<file path="config.mk">
export PLATFORM = sky130hd
export DESIGN_NAME = multi_mod_cnt
export DESIGN_NICKNAME = d
export VERILOG_FILES = /design/src/rtl/multi_mod_cnt.sv
export SDC_FILE = /design/constraint.sdc
export NUM_CORES = 1
export LEC_CHECK = 0
export BUFFER_PORTS_ARGS = -buffer_cell sky130_fd_sc_hd__buf_2
export CELL_PAD_IN_SITES_DETAIL_PLACEMENT = 0
export CELL_PAD_IN_SITES_GLOBAL_PLACEMENT = 1
export CORE_MARGIN = 3
export CORE_UTILIZATION = 30
export CTS_BUF_LIST = sky130_fd_sc_hd__clkbuf_4 sky130_fd_sc_hd__clkbuf_8
export DETAILED_ROUTE_END_ITERATION = 8
export PLACE_DENSITY_LB_ADDON = 0.25
export REMOVE_ABC_BUFFERS = 1
export SYNTH_ARGS = -nofsm -noshare
export SYNTH_HDL_FRONTEND = slang
export SYNTH_SLANG_ARGS = --single-unit
</file>
<file path="constraint.sdc">
create_clock -name clk -period 2.3 [get_ports clk]
set_input_delay 0.115 -clock clk [delete_from_list [all_inputs] [get_ports clk]]
set_output_delay 0.115 -clock clk [all_outputs]
set_load 0.005 [all_outputs]
</file>
<file path="src/rtl/multi_mod_cnt.sv">
// multi_mod_cnt: counter that steps through a sequence of NPHASE moduli.
// Each phase p counts 0..M(p)-1, where M(p) = max(1, mod_cfg slice p), then
// advances to the next phase. Ending phase NPHASE-1 returns to phase 0.
// wrap pulses after any phase ends; seq_done pulses after the last phase ends.
// Priority of the synchronous controls is clr > ld > en.
// Optional feature: define MULTI_MOD_CNT_SEQCNT_EN to add a completed-sequence
// counter (parameter SEQ_W, output seq_cnt).
module multi_mod_cnt #(
   parameter int WIDTH  = 3,
   parameter int NPHASE = 2,
`ifdef MULTI_MOD_CNT_SEQCNT_EN
   parameter int SEQ_W  = 8,
`endif
   localparam int PW    = (NPHASE > 1) ? $clog2(NPHASE) : 1
) (
   input  logic                      clk,
   input  logic                      rst,
   input  logic                      en,
   input  logic                      clr,
   input  logic                      ld,
   input  logic [PW-1:0]             ld_phase,
   input  logic [WIDTH-1:0]          ld_val,
   input  logic [NPHASE*WIDTH-1:0]   mod_cfg,
`ifdef MULTI_MOD_CNT_SEQCNT_EN
   output logic [SEQ_W-1:0]          seq_cnt,
`endif
   output logic [WIDTH-1:0]          cnt,
   output logic [PW-1:0]             phase,
   output logic                      wrap,
   output logic                      seq_done
);

   logic [WIDTH-1:0] cnt_q, cnt_d;
   logic [PW-1:0]    phase_q, phase_d;
   logic             wrap_q, wrap_d;
   logic             done_q, done_d;
`ifdef MULTI_MOD_CNT_SEQCNT_EN
   logic [SEQ_W-1:0] seq_q, seq_d;
`endif

   logic [WIDTH-1:0] mod_cur;
   logic [WIDTH-1:0] term_lim;
   logic             term;
   logic             last_ph;
   logic             ld_ok;

   // Pick the live modulus of the current phase (mux over valid phases only).
   always_comb begin
      mod_cur = '0;
      for (int p = 0; p < NPHASE; p++) begin
         if (phase_q == PW'(p)) mod_cur = mod_cfg[p*WIDTH +: WIDTH];
      end
   end

   // Terminal when count reaches M-1; ">=" also catches a modulus lowered
   // below the current count or an out-of-range loaded value.
   always_comb begin
      term_lim = (mod_cur == '0) ? '0 : mod_cur - WIDTH'(1);
      term     = (cnt_q >= term_lim);
      last_ph  = (phase_q == PW'(NPHASE - 1));
      ld_ok    = ({1'b0, ld_phase} < (PW+1)'(NPHASE));
   end

   // Next-state selection: clr beats ld beats en; pulses only on enabled terminal steps.
   always_comb begin
      cnt_d   = cnt_q;
      phase_d = phase_q;
      wrap_d  = 1'b0;
      done_d  = 1'b0;
`ifdef MULTI_MOD_CNT_SEQCNT_EN
      seq_d   = seq_q;
`endif
      if (clr) begin
         cnt_d   = '0;
         phase_d = '0;
`ifdef MULTI_MOD_CNT_SEQCNT_EN
         seq_d   = '0;
`endif
      end else if (ld) begin
         phase_d = ld_ok ? ld_phase : '0;
         cnt_d   = ld_val;
      end else if (en) begin
         if (term) begin
            cnt_d   = '0;
            phase_d = last_ph ? '0 : phase_q + PW'(1);
            wrap_d  = 1'b1;
            done_d  = last_ph;
`ifdef MULTI_MOD_CNT_SEQCNT_EN
            if (last_ph) seq_d = seq_q + SEQ_W'(1);
`endif
         end else begin
            cnt_d = cnt_q + WIDTH'(1);
         end
      end
   end

   // State registers with asynchronous active-high reset.
   always_ff @(posedge clk or posedge rst) begin
      if (rst) begin
         cnt_q   <= '0;
         phase_q <= '0;
         wrap_q  <= 1'b0;
         done_q  <= 1'b0;
`ifdef MULTI_MOD_CNT_SEQCNT_EN
         seq_q   <= '0;
`endif
      end else begin
         cnt_q   <= cnt_d;
         phase_q <= phase_d;
         wrap_q  <= wrap_d;
         done_q  <= done_d;
`ifdef MULTI_MOD_CNT_SEQCNT_EN
         seq_q   <= seq_d;
`endif
      end
   end

   assign cnt      = cnt_q;
   assign phase    = phase_q;
   assign wrap     = wrap_q;
   assign seq_done = done_q;
`ifdef MULTI_MOD_CNT_SEQCNT_EN
   assign seq_cnt  = seq_q;
`endif

endmodule

</file>
# [Word level (Yosys, flattened, before mapping)]
# Index checks and enable logic that the tools add are counted.
# Widths: inputs -> output; s select.
[word_totals] register_bits=6
[op_classes] n_addsub=3 n_lt_le_gt_ge=1 n_mux=19 reduce_logical=4
[op_table] operator="$mux 3" count=6
[op_table] operator="$mux 1" count=13
[op_table] operator="$reduce_bool 3->1" count=2
[op_table] operator="$add 3x1->3 const B" count=1
[op_table] operator="$ge 3x3->1" count=1
[op_table] operator="$logic_not 3->1" count=1
[op_table] operator="$sub 3x1->3 const B" count=1
[op_table] operator="$reduce_and 2->1" count=1
[op_table] operator="$add 1x1->1 const B" count=1

# [Depth between registers and ports, before layout]
[logic_depth] word_depth=8 depth_mapped=11

# [Worst setup path after synthesis]
# No wires, ideal clock.
[synth_timing] path_type="reg-to-reg" from="register phase_q, in the netlist phase" to="register phase_q, in the netlist phase" arrival_time_ps=2187 required_ps=2201 setup_slack_ps=13 path_stages_with_launch=12 path_buffers=1 synth_period_minus_slack_ps=2287 cell_sequence="dfrtp_1 > buf_2 > nor3_1 > a21oi_1 > inv_1 > ha_1 > a211oi_1 > ha_1 > nand2b_2 > a31oi_2 > o21ai_0 > a311oi_1"
[synth_via] elab_chain_cells=6 elab_cells_between_ends=13
[synth_rtl] item="start: declaration" line="34" source="logic [PW-1:0] phase_q, phase_d;"
[synth_rtl] item="start signal: assignment" line="109" source="phase_q <= phase_d;"
[synth_rtl] item="$mux 3 / $add 1x1->1 (equally long branches)" line="51, 85"
[synth_rtl] item="$sub 3x1->3, or another cell as far along" line="58" source="term_lim = (mod_cur == '0) ? '0 : mod_cur - WIDTH'(1);"
[synth_rtl] item="$mux 3 / $mux 1 (equally long branches)" line="58, 83"
[synth_rtl] item="$ge 3x3->1 / $mux 1 (equally long branches)" line="59, 82"
[synth_rtl] item="$reduce_bool 3->1 (no line) / $mux 1 (equally long branches)"
[synth_rtl] item="$reduce_and 2->1 (no line) / $mux 1 (equally long branches)"
# Parallel ways exist; a longest one is shown, timed or not. The select of a mux whose other input is x is not followed.
# A chain may end at the register's enable or synchronous reset.

# [Worst setup path in the final report]
# Same ends and word-level chain as after synthesis.

==> out/qor.txt <==
Cells after synthesis -> 54
Pre-CTS WS -> -67.86 ps
DRT Pass-1 Iters -> 4
Avg Cell Area, Syn -> 8.735 um2
Arrival @ worst endpoint -> 2380 ps
Register area share after synthesis -> 0.3183
Die height -> 45.65 um
Final HPWL DP -> 951.2 um
Cts bufs inserted -> 3
Number of global-route vias before repair -> 495
Pwr per Cell Area -> 512.4 nW/um2
Share of post-route cells with drive strength above 1 -> 0.4588
Number of cell rows -> 13
Via count -> 531
Via/cell ratio -> 5.310
Post-DR wirelength/cell -> 12.61 um
Starting Density -> 0.3412
Data required time of the worst path -> 2440 ps
MaxCap Viol Count -> 0
Critical Path End Type -> register
N_diodes -> 0
Core Area -> 1383 um2
# H-tree levels -> 1
Final Instance Area -> 729.5 um2
Reg2reg end -> phase
CTS tree -> yes
Least-Margin Pin Slew -> 314.9 ps
Synth warn -> 0
Final Max Tran Viols -> 0
Initial DRC Count -> 9
# IOs -> 21
RD Place Congestion -> 0.7376
Final worst slack -> 54.56 ps
Inst Count DP -> 95
Non-Filler Instances -> 100
Synth top area share -> 0.3183
Total GRT Usage -> 0.1388
Final net count -> 108
Total grt overflow -> 0
First-pass GRT wire length -> 2.111 mm
Distinct cell type count after synthesis -> 26
Worst R2R Path Depth -> 11
Final setup violating endpoints -> 0
RSZ-0062 raised after global routing -> yes
Post-DRT Antenna Nets -> 0
Placed inst area -> 638.1 um2
Synth top area cells -> dfrtp_1 (32%), ha_1 (16%), inv_1 (6.4%)
Clock Latency Late Sink -> 240 ps
CP Max Fanout -> 5
Port bufs -> 20
Final WL -> 1.261 mm
Reg2reg setup slack -> 50 ps
Clock Path Buffers -> 2
Tightest Hold Check Type -> in -> reg
Clock net sink count -> 6
Post-synthesis cell area -> 471.7 um2
Achievable frequency -> 445.3 MHz
Worst IR drop on VDD -> 0.3546 mV
Min-Delay Path Depth -> 3
Relative slew slack -> 0.7881
Status -> finished, final reports clean
Initial antenna violation count -> 0
Cell taking the most area after synthesis -> dfrtp_1
P_leak -> 0.0003955 uW
Hold Startpoint -> ld_val[1]
Clk slew on worst S/H paths -> 40 ps
Pin count of the biggest net entering global routing -> 8
Tmin final -> 2245 ps
FF+latch count, synth -> 6
Die area -> 2084 um2
Worst Skew -> 2.434 ps
DRC viols -> 0
CP startpoint kind -> register
Final Hold Viols -> 0
Layout area overhead -> 54.64%
Worst r2r src -> phase
Die width -> 45.65 um
Period utilization -> 0.9763
Clock Tree Root -> clkbuf_4
Hold Path End -> cnt[1]
Kind of critical path -> reg -> reg
[final cells by class]
class	instances	area, um2
Multi-Input combinational cell	39	334.1
Tap cell	15	18.77
Fill cell	134	653.1
Timing Repair Buffer	29	173.9
Inverter	8	30.03
Sequential cell	6	150.1
Clock buffer	3	22.52
[critical path, cell delays in order (launching register included)]
cell and delay (ps):
dfrtp_1 410, nor3_1 80, a21oi_1 190, buf_4 140, ha_1 120, inv_1 60, ha_4 280, a21o_1 150
a31oi_4 60, buf_6 130, or3_1 310, a311oi_2 210
[synthesized netlist by cell type]
cell	instances
a211oi_1	2
nor2b_1	1
nand2_1	3
nor4_1	1
nor2_1	5
or3_1	1
nand4b_1	1
a21oi_1	2
nand2b_2	1
mux2i_1	1
a32oi_1	2
a31o_2	1
dfrtp_1	6
o21ai_0	1
nand3_1	2
nand4_1	2
a21o_1	1
a311oi_1	1
inv_1	8
nor3_1	1
nor3b_1	1
a31oi_2	1
buf_2	1
ha_1	6
a221oi_1	1
and2_1	1
[layout by cell type (no fill, tap or decap), types with 2 or more instances in the layout]
cell type,synthesis,final
nor2_1,5,5
ha_1,6,5
buf_4,0,7
a21oi_1,2,2
nand2_1,3,3
a32oi_1,2,2
buf_2,1,20
nand3_1,2,2
nand4_1,2,2
dfrtp_1,6,6
inv_1,8,8
clkbuf_4,0,3
[how the worst max path moves through the flow]
| stage | depth (start not counted) | from | endpoint |
|---|---|---|---|
| global route | 11 | phase | phase |
| global placement | 10 | phase | phase |
| CTS | 11 | phase | phase |
| floorplan | 10 | phase | phase |
| detailed placement | 11 | phase | phase |
| finish | 11 | phase | phase |
[cells by family (layout without fill, tap and decap cells)]
kind of cell,Yosys count,in the layout,synth area share
flip-flops,6,6,0.3183
adder cells (fa/ha/maj),6,6,0.1591
multiplexers,1,1,0.02122
buffers and inverters,9,40,0.07426
AO/OA/AOI/OAI,12,12,0.1989
AND/OR/NAND/NOR,20,20,0.2282
[repair_timing]
item	4_1_cts	5_1_grt
pin swaps	1	2
endpoints found under the hold margin	6	0
setup endpoints to repair	3	5
resized for setup	3	5
hold buffers	1	0
setup buffers	1	0
[through the flow]
stage                     hold slack, ps    util  power [uW]  TNS, ps
after floorplan                   -94.04       -       183.4        0
after global placement             27.16  0.4615       243.7   -116.4
after detailed placement           35.27  0.4615       246.3   -126.6
after CTS                          92.33  0.5059       359.2        0
after global routing               100.0  0.5276       407.9   -69.52
final                              98.91  0.5276       373.8        0
[flip-flops by register name (all words and copies together) (netlist names)]
name      count
cnt           3
phase         1
seq_done      1
wrap          1
[per-layer routing]
| metal | global-route usage | routed length (um) | vias to the layer above |
|---|---|---|---|
| met1 | 0.1710 | 542 | 241 |
| met5 | 0 | 0 | - |
| met2 | 0.2368 | 612 | 26 |
| met4 | 0.01754 | 0 | 0 |
| li1 | - | - | 264 |
| met3 | 0.04743 | 107 | 0 |
[where the power goes]
| group | internal (uW) | switching (uW) | total (uW) | leakage (uW) |
|---|---|---|---|---|
| sequential | 113 | 8.88 | 122 | 0.0000801 |
| combinational | 87.0 | 72.7 | 160 | 0.000302 |
| clock | 58.7 | 33.3 | 92.0 | 0.0000138 |
Note: power is estimated with default switching activity, not from simulation.
